$ cat config.mk
export PLATFORM = sky130hd
export DESIGN_NAME = fetch_sequencer_flat
export DESIGN_NICKNAME = d
export VERILOG_FILES = /design/src/rtl/fetch_sequencer_if.sv /design/src/rtl/fetch_sequencer.sv /design/src/flat_wrapper.sv
export SDC_FILE = /design/constraint.sdc
export NUM_CORES = 1
export LEC_CHECK = 0
export BUFFER_PORTS_ARGS = -buffer_cell sky130_fd_sc_hd__buf_2
export CAP_MARGIN = 40
export CORE_MARGIN = 4
export CORE_UTILIZATION = 45
export CTS_CLUSTER_SIZE = 28
export DETAILED_ROUTE_END_ITERATION = 16
export GPL_TIMING_DRIVEN = 0
export PLACE_DENSITY = 0.78
export SETUP_SLACK_MARGIN = 0.15
export SLEW_MARGIN = 20
export SYNTH_ARGS = -nofsm -noshare
export SYNTH_HDL_FRONTEND = slang
export SYNTH_SLANG_ARGS = --single-unit
$ cat constraint.sdc
create_clock -name clk -period 2.5 [get_ports clk]
set_input_delay 0.25 -clock clk [delete_from_list [all_inputs] [get_ports clk]]
set_output_delay 0.25 -clock clk [all_outputs]
set_load 0.05 [all_outputs]
$ cat src/rtl/fetch_sequencer_if.sv
// ---------------------------------------------------------------------------
// fetch_sequencer_if
//   Bundles every non-clock/reset signal of the fetch sequencer.
//   master : the fetch sequencer (drives instruction memory request and the
//            instruction output towards decode)
//   slave  : the environment (control inputs, memory read data, decode stall)
//
//   Handshake: an instruction is offered while inst_valid=1 and is taken by
//   decode in a cycle where stall=0; while stall=1 the offered
//   inst_valid/inst_pc/inst_data hold stable. imem_en=1 is a read request for
//   imem_addr whose word returns on imem_rdata in the following cycle.
//
//   dbg_state exposes the sequencer FSM state (0=RUN, 1=STEP, 2=HALT).
// ---------------------------------------------------------------------------
interface fetch_sequencer_if;
   logic        run_mode;
   logic        tick;
   logic        resume;
   logic        redirect_valid;
   logic [31:0] redirect_pc;
   logic        bp_en;
   logic [31:0] bp_pc;
   logic        stall;
   logic        imem_en;
   logic [31:0] imem_addr;
   logic [31:0] imem_rdata;
   logic        inst_valid;
   logic [31:0] inst_pc;
   logic [31:0] inst_data;
   logic        halted;
   logic        align_err;
   logic [31:0] retired_count;
   logic [1:0]  dbg_state;

   modport master (
      input  run_mode, tick, resume, redirect_valid, redirect_pc,
             bp_en, bp_pc, stall, imem_rdata,
      output imem_en, imem_addr, inst_valid, inst_pc, inst_data,
             halted, align_err, retired_count, dbg_state
   );

   modport slave (
      output run_mode, tick, resume, redirect_valid, redirect_pc,
             bp_en, bp_pc, stall, imem_rdata,
      input  imem_en, imem_addr, inst_valid, inst_pc, inst_data,
             halted, align_err, retired_count, dbg_state
   );
endinterface

$ cat src/rtl/fetch_sequencer.sv
// ---------------------------------------------------------------------------
// fetch_sequencer
//   Instruction-fetch control for the RV32I core. Owns the PC, issues reads
//   to a one-cycle-latency synchronous instruction memory, and presents each
//   returned word tagged with its PC to decode. Supports branch/jump redirect
//   with squash, single-step on tick, and a PC breakpoint with halt/resume.
//
//   Ports:
//     clk  - clock, rising edge
//     rst  - synchronous active-high reset
//     bus  - fetch_sequencer_if.master (control inputs, imem request/data,
//            instruction output, status, debug FSM state)
//
//   Parameter:
//     RESET_PC - word-aligned PC loaded on reset
// ---------------------------------------------------------------------------
module fetch_sequencer #(
   parameter logic [31:0] RESET_PC = 32'h0000_0000
) (
   input  logic               clk,
   input  logic               rst,
   fetch_sequencer_if.master  bus
);

   typedef enum logic [1:0] {
      ST_RUN  = 2'd0,
      ST_STEP = 2'd1,
      ST_HALT = 2'd2
   } state_t;

   state_t      state_q, state_d;
   logic [31:0] pc_q, pc_d;
   // Presented instruction: valid flag, its PC, and whether its word comes
   // from the hold register (after a stall) or straight from imem_rdata.
   logic        resp_valid_q, resp_valid_d;
   logic        resp_held_q, resp_held_d;
   logic [31:0] resp_pc_q, resp_pc_d;
   logic [31:0] hold_data_q, hold_data_d;
   logic        align_err_q, align_err_d;
   logic [31:0] retired_q, retired_d;

   logic        redirect_eff;
   logic        misaligned;
   logic        issue;
   logic        bp_hit;
   logic        deliver;
   logic [31:0] cur_data;

   // Decode of this cycle's events
   always_comb begin
      redirect_eff = bus.redirect_valid && (state_q != ST_HALT);
      misaligned   = redirect_eff && (bus.redirect_pc[1:0] != 2'b00);
      issue        = 1'b0;
      // Redirect beats stall, stall beats tick.
      if (!rst && !redirect_eff && !bus.stall) begin
         case (state_q)
            ST_RUN:  issue = 1'b1;
            ST_STEP: issue = bus.tick;
            default: issue = 1'b0;
         endcase
      end
      bp_hit   = issue && bus.bp_en && (pc_q == bus.bp_pc);
      cur_data = resp_held_q ? hold_data_q : bus.imem_rdata;
      deliver  = resp_valid_q && !bus.stall;
   end

   // Next-state logic
   always_comb begin
      state_d      = state_q;
      pc_d         = pc_q;
      resp_valid_d = 1'b0;
      resp_held_d  = 1'b0;
      resp_pc_d    = resp_pc_q;
      hold_data_d  = hold_data_q;
      align_err_d  = align_err_q | misaligned;
      retired_d    = retired_q + {31'd0, deliver};

      case (state_q)
         ST_RUN: begin
            if (misaligned || bp_hit) state_d = ST_HALT;
            else if (bus.run_mode)    state_d = ST_STEP;
         end
         ST_STEP: begin
            if (misaligned || bp_hit) state_d = ST_HALT;
            else if (!bus.run_mode)   state_d = ST_RUN;
         end
         ST_HALT: begin
            if (bus.resume) state_d = bus.run_mode ? ST_STEP : ST_RUN;
         end
         default: state_d = ST_RUN;
      endcase

      if (redirect_eff) begin
         // Squash whatever is presented or in flight.
         pc_d = bus.redirect_pc;
      end else if (issue) begin
         // Issue implies stall=0, so the currently presented word (if any)
         // is delivered this cycle and the slot frees up.
         pc_d         = pc_q + 32'd4;
         resp_valid_d = 1'b1;
         resp_pc_d    = pc_q;
      end else if (resp_valid_q && bus.stall) begin
         // Memory data is only valid for one cycle; capture it to hold.
         resp_valid_d = 1'b1;
         resp_held_d  = 1'b1;
         hold_data_d  = cur_data;
      end
   end

   always_ff @(posedge clk) begin
      if (rst) begin
         state_q      <= bus.run_mode ? ST_STEP : ST_RUN;
         pc_q         <= RESET_PC;
         resp_valid_q <= 1'b0;
         resp_held_q  <= 1'b0;
         resp_pc_q    <= 32'd0;
         hold_data_q  <= 32'd0;
         align_err_q  <= 1'b0;
         retired_q    <= 32'd0;
      end else begin
         state_q      <= state_d;
         pc_q         <= pc_d;
         resp_valid_q <= resp_valid_d;
         resp_held_q  <= resp_held_d;
         resp_pc_q    <= resp_pc_d;
         hold_data_q  <= hold_data_d;
         align_err_q  <= align_err_d;
         retired_q    <= retired_d;
      end
   end

   assign bus.imem_en       = issue;
   assign bus.imem_addr     = pc_q;
   assign bus.inst_valid    = resp_valid_q;
   assign bus.inst_pc       = resp_pc_q;
   assign bus.inst_data     = resp_valid_q ? cur_data : 32'd0;
   assign bus.halted        = (state_q == ST_HALT);
   assign bus.align_err     = align_err_q;
   assign bus.retired_count = retired_q;
   assign bus.dbg_state     = state_q;

endmodule
$ cat src/flat_wrapper.sv
// flat-port wrapper written by rule: the top's interface ports become plain ports
module fetch_sequencer_flat 
#(
   parameter logic [31:0] RESET_PC = 32'h0000_0000
)
  (clk, rst, bus_run_mode, bus_tick, bus_resume, bus_redirect_valid, bus_redirect_pc, bus_bp_en, bus_bp_pc, bus_stall, bus_imem_rdata, bus_imem_en, bus_imem_addr, bus_inst_valid, bus_inst_pc, bus_inst_data, bus_halted, bus_align_err, bus_retired_count, bus_dbg_state);
  fetch_sequencer_if bus_i ();
  input  logic clk;
  input  logic rst;
  input wire logic [$bits(bus_i.run_mode)-1:0] bus_run_mode;
  input wire logic [$bits(bus_i.tick)-1:0] bus_tick;
  input wire logic [$bits(bus_i.resume)-1:0] bus_resume;
  input wire logic [$bits(bus_i.redirect_valid)-1:0] bus_redirect_valid;
  input wire logic [$bits(bus_i.redirect_pc)-1:0] bus_redirect_pc;
  input wire logic [$bits(bus_i.bp_en)-1:0] bus_bp_en;
  input wire logic [$bits(bus_i.bp_pc)-1:0] bus_bp_pc;
  input wire logic [$bits(bus_i.stall)-1:0] bus_stall;
  input wire logic [$bits(bus_i.imem_rdata)-1:0] bus_imem_rdata;
  output wire logic [$bits(bus_i.imem_en)-1:0] bus_imem_en;
  output wire logic [$bits(bus_i.imem_addr)-1:0] bus_imem_addr;
  output wire logic [$bits(bus_i.inst_valid)-1:0] bus_inst_valid;
  output wire logic [$bits(bus_i.inst_pc)-1:0] bus_inst_pc;
  output wire logic [$bits(bus_i.inst_data)-1:0] bus_inst_data;
  output wire logic [$bits(bus_i.halted)-1:0] bus_halted;
  output wire logic [$bits(bus_i.align_err)-1:0] bus_align_err;
  output wire logic [$bits(bus_i.retired_count)-1:0] bus_retired_count;
  output wire logic [$bits(bus_i.dbg_state)-1:0] bus_dbg_state;
  assign bus_i.run_mode = bus_run_mode;
  assign bus_i.tick = bus_tick;
  assign bus_i.resume = bus_resume;
  assign bus_i.redirect_valid = bus_redirect_valid;
  assign bus_i.redirect_pc = bus_redirect_pc;
  assign bus_i.bp_en = bus_bp_en;
  assign bus_i.bp_pc = bus_bp_pc;
  assign bus_i.stall = bus_stall;
  assign bus_i.imem_rdata = bus_imem_rdata;
  assign bus_imem_en = bus_i.imem_en;
  assign bus_imem_addr = bus_i.imem_addr;
  assign bus_inst_valid = bus_i.inst_valid;
  assign bus_inst_pc = bus_i.inst_pc;
  assign bus_inst_data = bus_i.inst_data;
  assign bus_halted = bus_i.halted;
  assign bus_align_err = bus_i.align_err;
  assign bus_retired_count = bus_i.retired_count;
  assign bus_dbg_state = bus_i.dbg_state;
  fetch_sequencer #(.RESET_PC(RESET_PC)) u_core (.clk(clk), .rst(rst), .bus(bus_i));
endmodule
## Word level (Yosys, flattened, before mapping)

Cells that the tools add are included.

- Input port bits: 104
- Register bits: 133
- Output and inout port bits: 134
- Word-level logic and storage cells: 56

- Equality and inequality tests: 7
- Mux-type cells: 16
- Bitwise logic cells: 3
- Reduce and logical (&&, ||, !) cells: 20
- Add/subtract/negate cells: 2

Operators by type and width:

| operator | number |
|---|---|
| $mux 32 | 4 |
| $add 32x1->32 | 1 |
| $add 32x3->32 const B | 1 |
| $eq 32x32->1 | 1 |
| $mux 2 | 6 |
| $logic_and 1x1->1 | 8 |
| $ne 4x3->1 const B | 2 |
| $pmux 2 s3 | 1 |
| $reduce_and 3->1 | 2 |
| $mux 1 | 4 |
| $reduce_bool 2->1 | 2 |
| $logic_not 1->1 | 3 |
| $ne 3x3->1 const B | 1 |
| $reduce_or 3->1 | 1 |
| $eq 2x1->1 const B | 1 |
| $eq 2x2->1 const B | 1 |
| $logic_not 2->1 | 1 |
| $ne 2x2->1 const B | 1 |
| $not 1->1 | 2 |
| $pmux 1 s2 | 1 |
| $reduce_and 2->1 | 1 |
| $reduce_or 2->1 | 1 |
| $logic_or 1x1->1 | 1 |
| $or 1x1->1 | 1 |

## Logic depth before layout (Yosys ltp)

Gate-level depths: netlist of the first run.

- Depth after elaboration: 12
- Mapped depth: 10

## Least setup slack after synthesis of the first run

No wires, ideal clock.

- Path type: reg2out
- Start: reg u_core.state_q[1] (netlist: u_core.bus.dbg_state[1])
- End: out bus_imem_en
- Arrival time: 2562 ps
- Setup slack: -312 ps
- Stages on the path, launching flop included: 7
- Path buffers: 3
- Cells stage by stage: edfxtp_1 > or4_4 > or2_2 > buf_2 > inv_1 > buf_2 > buf_1

- Longest elaborated chain between the ends: 6

Ends and longest elaborated chain:

| element | RTL line | RTL |
|---|---|---|
| from (decl) | fetch_sequencer.sv:31 | `state_t state_q, state_d;` |
| from (signal assigned) | fetch_sequencer.sv:112 | `state_q <= bus.run_mode ? ST_STEP : ST_RUN;` |
| from (signal assigned) | fetch_sequencer.sv:121 | `state_q <= state_d;` |
| $ne 2x2->1 | fetch_sequencer.sv:51 | `redirect_eff = bus.redirect_valid && (state_q != ST_HALT);` |
| $logic_and 1x1->1 | fetch_sequencer.sv:51 |  |
| $logic_not 1->1 | fetch_sequencer.sv:55 | `if (!rst && !redirect_eff && !bus.stall) begin` |
| $logic_and 1x1->1 (2 in series) | fetch_sequencer.sv:55 |  |
| $mux 1 (*) | fetch_sequencer.sv:55 |  |
| to (decl) | flat_wrapper.sv:19 | `output wire logic [$bits(bus_i.imem_en)-1:0] bus_imem_en;` |

Mark *: on every way between the ends. The rest lies on a longest branch, timed or not.

## Worst setup path after layout of the first run

Ends and elaborated chain as after synthesis.

==> results.ini, run 1 <==
[worst_hold_path]
min_path_cells = 3
hold_start = bus_imem_rdata[19]
hold_path_class = in2reg

[cts]
htreeDepth = 4
insertion_delay_ns = 0.42
cts.sinks = 133
clkTransAtPathRegs_ns = 0.05
cts_root_buf = clkbuf_16
cts_tree = built
cts_buffers = 17
cts.path.max_buffers = 2
holdBufCountCts = 0

[setup_path]
critical_path_required_ns = 2.25
r2r_start = u_core.bus.dbg_state[1]
crit_type = reg2out
r2r_slack_ns = 0.13
arrival_ns = 2.16
start_kind = register
reg2reg_depth = 7
r2r-end = u_core.bus.imem_addr[31]
worst_setup_path_end_kind = output pin
worstSetupEndpoint = bus_imem_en
path_max_fanout = 7
cp-startpoint = u_core.bus.dbg_state[1]

[routing]
wl_per_cell_um = 16.48
vias = 6516
drt_iter0_drc = 401
firstDrtPassIters = 5
via_per_inst = 5.242
finalWirelength_mm = 20.48
drc = 0
antenna_left = 0

[pwr]
clkPwrFrac = 0.373
switching_power_mw = 2.044
power.leakage_nw = 3.671
power.share.sequential = 0.395
intPower_mw = 4.038
powerDensity_nw_per_um2 = 705.3
combPwrFrac = 0.232
ir_worst_vdd_mv = 0.4747
swShare = 0.3361

[global_routing]
grt_max_degree = 17
grt_usage = 0.2463
grt_pass1_vias = 6116
gr-total-overflow = 0
antenna_found_initial = 1
grt_pass1_wl_mm = 31.46

[synthesis]
yosysUniqueCellTypes = 42
yosysMostFrequentCell = nand2_1
syn_area_sq_um = 6382
ys.flop_type = dfxtp_1
ys_ff_latch = 133
postSynthAreaPerCell_sq_um = 8.162
synth_top_cells_by_count = nand2_1, dfxtp_1, nor2_1
synth.area.top_cells = dfxtp_1, nand2_1, xnor2_1, mux2i_1, xor2_1
synth_edf_count = 2
ys_seq_area_frac = 0.4203
syn-num-nets = 889
syn_inst = 782
async_flop_share = 0
ys_warn_count = 0
synth_top_area_share = 0.4109
synth_top_area_cell = dfxtp_1

[finish]
regArea_sq_um = 2686
num-fill-cells = 1219
multiInputGateArea_sq_um = 3533
utilization = 0.6212
antennaDiodeCount = 0
instances_no_fill = 1243
syn_to_final_growth_pct = 35.11
drive_gt1_frac = 0.3076
final_nets = 1157

[sta]
slew_violations = 0
fin_skew_ns = 0.009562
final_hold_viol_count = 0
tightest_slew_ns = 0.6739
fmax_ghz = 0.4145
post-route-period-util = 0.9651
rsz0062_at_grt = true
relSlewSlack = 0.5460
setup_slack_ns = 0.08724
setup_viol = 0
finalCriticalPeriod_ns = 2.413

[placed_design]
dp.cells = 1198
place.gp.congestion = 0.8859
port_buffers = 236
dp_hpwl_mm = 15.34
dp_slack_ns = -0.1218

[floorplanning]
initial_core_util = 0.4598
fp.dieH_um = 127.1
coreArea_sq_um = 13880
die_w_um = 127.1
io_pins = 238
num_rows = 43
dieArea_sq_um = 16150

[status]
status = completed

[job]
cap_violations = 0

## how the worst min path moves through the flow
stage                                   endpoint  slack (ns)
after floorplan            u_core.hold_data_q[0]        0.39
after global placement    u_core.bus.inst_pc[27]        0.44
after detailed placement   u_core.bus.inst_pc[8]        0.45
after CTS                 u_core.hold_data_q[19]        0.07
after global routing       u_core.hold_data_q[4]        0.08
final                     u_core.hold_data_q[19]        0.08
## power groups by stage
| stage | Clock (mW) | Sequential, mW | Combinational (mW) |
|---|---|---|---|
| CTS | 2.29 | 2.40 | 1.37 |
| detailed placement | 0 | 2.45 | 1.34 |
| floorplan | 0 | 2.78 | 0.570 |
| global placement | 0 | 2.45 | 1.33 |
| finish | 2.27 | 2.40 | 1.41 |
| global route | 2.39 | 2.42 | 1.50 |
## timing repair
item / in CTS / in global routing
setup buffers: 4 / 9
setup endpoints to repair: 103 / 67
gates resized for setup: 25 / 25
pin swaps: 2 / 1
## routing by layer
| metal | routed length [um] | up-vias | track usage |
|---|---|---|---|
| met3 | 1733 | 37 | 0.08152 |
| met5 | 8 | - | 0 |
| met1 | 8488 | 3019 | 0.3041 |
| li1 | - | 3203 | - |
| met2 | 9755 | 255 | 0.4026 |
| met4 | 495 | 2 | 0.08959 |
## per-stage QoR
| step | instance area (sq um) | TNS, ns | hold slack, ns | power (mW) |
|---|---|---|---|---|
| 3_3_place_gp | 7829 | -2.259 | 0.4395 | 3.775 |
| 3_5_place_dp | 7829 | -3.656 | 0.4460 | 3.787 |
| 5_1_grt | 8623 | 0 | 0.08055 | 6.309 |
| 6_report | 8623 | 0 | 0.08294 | 6.082 |
| 4_1_cts | 8471 | 0 | 0.06765 | 6.060 |
| 2_1_floorplan | 6422 | 0 | 0.3860 | 3.354 |
## cell type report
| cell class | count | share of cell area |
|---|---|---|
| Buffer | 52 | 0.03207 |
| Clock buffer | 22 | 0.05615 |
| Sequential cell | 133 | 0.3115 |
| Clock inverter | 10 | 0.006384 |
| Inverter | 15 | 0.006529 |
| Multi-Input combinational cell | 582 | 0.4098 |
| Timing Repair Buffer | 249 | 0.1515 |
| Tap cell | 180 | 0.02612 |
## placed cells by master (no fill, tap or decap), types with 3 or more instances in the layout
| cell | synthesis | routed |
|---|---|---|
| buf_2 | 7 | 240 |
| nand2_1 | 139 | 139 |
| dfxtp_1 | 131 | 130 |
| nor2_1 | 51 | 51 |
| xnor2_1 | 49 | 49 |
| nand3_1 | 48 | 47 |
| a21oi_1 | 47 | 47 |
| nor2b_1 | 36 | 34 |
| mux2i_1 | 32 | 32 |
| xor2_1 | 28 | 28 |
| clkbuf_1 | 39 | 27 |
| a211oi_1 | 27 | 27 |
| o21ai_0 | 24 | 24 |
| nand4_1 | 21 | 21 |
| nor3_1 | 18 | 17 |
| clkbuf_16 | 0 | 17 |
| buf_4 | 0 | 16 |
| inv_1 | 15 | 14 |
| or3_1 | 11 | 11 |
| clkbuf_2 | 0 | 8 |
| clkinv_2 | 0 | 8 |
| and4_1 | 7 | 7 |
| and3_1 | 7 | 7 |
| and2_1 | 4 | 4 |
| or2_2 | 5 | 4 |
| clkbuf_8 | 0 | 4 |
| buf_12 | 0 | 3 |
| nor4_1 | 4 | 3 |
| buf_1 | 5 | 3 |
## kinds of logic (layout without fill, tap and decap cells)
kind of cell	count (synthesis)	in the layout	synth area share
AO/OA/AOI/OAI	109	109	0.1014
adder cells (fa/ha/maj)	3	3	0.005882
buffers and inverters	67	348	0.04195
flip-flops	133	133	0.4203
XOR/XNOR	77	77	0.1057
multiplexers	32	32	0.05019
AND/OR/NAND/NOR	361	361	0.2747
## worst max-delay path, stage by stage, from the launching register on
cell      delay, ns
edfxtp_1       0.41
or4_4          0.54
or2_4          0.25
buf_8          0.14
inv_2          0.06
buf_6          0.12
buf_12         0.10
buf_12         0.12
## sequential cells by signal, summed over array words and instances, names as in the netlist
name,cells
u_core.bus.imem_addr,32
u_core.bus.inst_pc,32
u_core.bus.retired_count,32
u_core.hold_data_q,32
u_core.bus.dbg_state,2
u_core.bus.align_err,1
u_core.bus.inst_valid,1
u_core.resp_held_q,1
Note: power is estimated with default switching activity, not from simulation.
==> inputs of run 2 (changes only) <==
--- a/config.mk
+++ b/config.mk
@@ -8,11 +8,11 @@
 export BUFFER_PORTS_ARGS = -buffer_cell sky130_fd_sc_hd__buf_2
 export CAP_MARGIN = 40
 export CORE_MARGIN = 4
-export CORE_UTILIZATION = 45
+export CORE_UTILIZATION = 40
 export CTS_CLUSTER_SIZE = 28
 export DETAILED_ROUTE_END_ITERATION = 16
 export GPL_TIMING_DRIVEN = 0
-export PLACE_DENSITY = 0.78
+export PLACE_DENSITY = 0.71
 export SETUP_SLACK_MARGIN = 0.15
 export SLEW_MARGIN = 20
 export SYNTH_ARGS = -nofsm -noshare
==> run 2 against run 1 <==
Core utilization is 5.3 points lower. Sequential cell count stayed put. Critical path depth did not move. Critical path type unchanged.
==> results.ini, run 2 (same netlist as run 1, synthesis figures left out) <==
[finish]
final_common_cell = buf_2  ; unchanged
finalInstanceArea_sq_um = 8770  ; was 8623 sq um
drive_gt1_frac = 0.3184  ; was 0.3076
syn_to_final_growth_pct = 37.40  ; was 35.11%
multiInputGateArea_sq_um = 3565  ; was 3533 sq um
regArea_sq_um = 2688  ; was 2686 sq um
num-fill-cells = 1460  ; was 1219
instances_no_fill = 1280  ; was 1243
mostFrequentLayoutCells = buf_2, nand2_1, dfxtp_1  ; unchanged
final_nets = 1162  ; was 1157

[setup_path]
reg2reg_depth = 8  ; was 7
start_kind = register  ; unchanged
critical_path_required_ns = 2.25  ; about the same
crit_type = reg2out  ; unchanged
arrival_ns = 2.14  ; was 2.16 ns
worst_setup_path_end_kind = output pin  ; unchanged
path_max_fanout = 6  ; was 7

[routing]
drt_iter0_drc = 202  ; was 401
antenna_left = 0  ; unchanged
vias = 6457  ; was 6516
finalWirelength_mm = 21.18  ; was 20.48 mm
drc = 0  ; unchanged
via_per_inst = 5.045  ; was 5.242
wl_per_cell_um = 16.55  ; was 16.48 um
firstDrtPassIters = 4  ; was 5

[job]
cap_violations = 0  ; unchanged

[cts]
cts.path.max_buffers = 2  ; unchanged
cts_root_buf = clkbuf_16  ; unchanged
htreeDepth = 4  ; unchanged
clkTransAtPathRegs_ns = 0.06  ; was 0.05 ns
cts.sinks = 133  ; unchanged
cts_tree = built  ; unchanged
holdBufCountCts = 0  ; unchanged
insertion_delay_ns = 0.42  ; about the same
cts_buffers = 17  ; unchanged

[global_routing]
grt_pass1_wl_mm = 32.36  ; was 31.46 mm
grt_max_degree = 17  ; unchanged
grt_usage = 0.2283  ; was 0.2463
gr-total-overflow = 0  ; unchanged
grt_pass1_vias = 5990  ; was 6116
antenna_found_initial = 0  ; was 1

[sta]
tightest_slew_ns = 0.6312  ; was 0.6739 ns
rsz0062_at_grt = true  ; unchanged
post-route-period-util = 0.9542  ; was 0.9651
fmax_ghz = 0.4192  ; was 0.4145 GHz
slew_violations = 0  ; unchanged
finalCriticalPeriod_ns = 2.386  ; was 2.413 ns
setup_viol = 0  ; unchanged
relSlewSlack = 0.5747  ; was 0.5460
fin_skew_ns = 0.01193  ; was 0.009562 ns
final_hold_viol_count = 0  ; unchanged

[status]
status = completed  ; unchanged

[pwr]
total_power_mw = 6.290  ; was 6.082 mW
powerDensity_nw_per_um2 = 717.3  ; was 705.3 nW/um^2
ir_worst_vdd_mv = 0.4511  ; was 0.4747 mV
power.leakage_nw = 3.721  ; was 3.671 nW

[placed_design]
post_dp_cell_area_sq_um = 7868  ; was 7829 sq um
dp_hpwl_mm = 15.96  ; was 15.34 mm
place.gp.congestion = 0.8556  ; was 0.8859
dp.cells = 1229  ; was 1198
port_buffers = 236  ; unchanged

[worst_hold_path]
min_path_cells = 3  ; unchanged
hold_path_class = in2reg  ; unchanged

[floorplanning]
fp.dieH_um = 134.3  ; was 127.1 um
die_w_um = 134.3  ; was 127.1 um
io_pins = 238  ; unchanged
coreArea_sq_um = 15430  ; was 13880 sq um
initial_core_util = 0.4137  ; was 0.4598
num_rows = 45  ; was 43
dieArea_sq_um = 18040  ; was 16150 sq um

run 2: cell types whose count changed in the layout (fill, tap and decap cells not counted), sizes merged:
cell	delta
buf	+3
bufinv	+2
clkinv	+2
clkbuf	-1
clkinvlp	-1
diode	+1
run 2: report_power, final:
group | internal (mW) | total [mW] | switching, mW
combinational | 0.434 | 1.43 | 0.994
sequential | 2.25 | 2.40 | 0.152
clock | 1.51 | 2.46 | 0.947
total | 4.20 | 6.29 | 2.09
run 2: path summary, 6_finish.rpt:
kind,start,end,slack [ns]
max,u_core.bus.dbg_state[1],bus_imem_en,0.11
min,bus_imem_rdata[5],u_core.hold_data_q[5],0.08
max reg2reg,u_core.bus.dbg_state[1],u_core.bus.imem_addr[31],0.12
min reg2reg,u_core.bus.align_err,u_core.bus.align_err,0.45
run 2: critical path: stages, from the launching register on:
cell and delay (ns):
edfxtp_1 0.40, or4_4 0.52, or2_4 0.25, buf_8 0.14
inv_4 0.05, buf_6 0.12, buf_8 0.10, buf_8 0.13
run 2: per-stage QoR:
stage	hold WS, ns	util	setup slack (ns)	setup TNS [ns]
floorplan	0.3860	-	0.02294	0
global placement	0.4406	0.5100	-0.05069	-0.1684
detailed placement	0.4429	0.5100	-0.08974	-0.3161
CTS	0.06625	0.5590	0.008263	0
global route	0.07037	0.5683	-0.01533	-0.01533
finish	0.08289	0.5685	0.1144	0
run 2: layout make-up:
| class | count | share of cell area |
|---|---|---|
| antenna | 1 | 0.0002853 |
| buffer | 52 | 0.03153 |
| clock buffer | 19 | 0.05165 |
| clock inverter | 13 | 0.01512 |
| inverter | 15 | 0.006706 |
| multi-input combinational | 582 | 0.4065 |
| sequential | 133 | 0.3065 |
| tap | 211 | 0.03010 |
| timing repair buffer | 254 | 0.1517 |
run 2: metal layers:
layer | part of all wire | wire [um] | up-vias | global-route usage
met2 | 0.46 | 9807 | 228 | 0.3701
li1 | - | - | 3219 | -
met5 | 0 | 0 | - | 0
met1 | 0.43 | 9106 | 2979 | 0.2834
met3 | 0.087 | 1851 | 31 | 0.08065
met4 | 0.020 | 417 | 0 | 0.07636
run 2: timing repair:
action | CTS | global route
hold endpoints to repair | 0 | 0
setup endpoints to repair | 99 | 73
pin swaps | 7 | 9
setup buffers | 10 | 8
gates resized for setup | 29 | 24
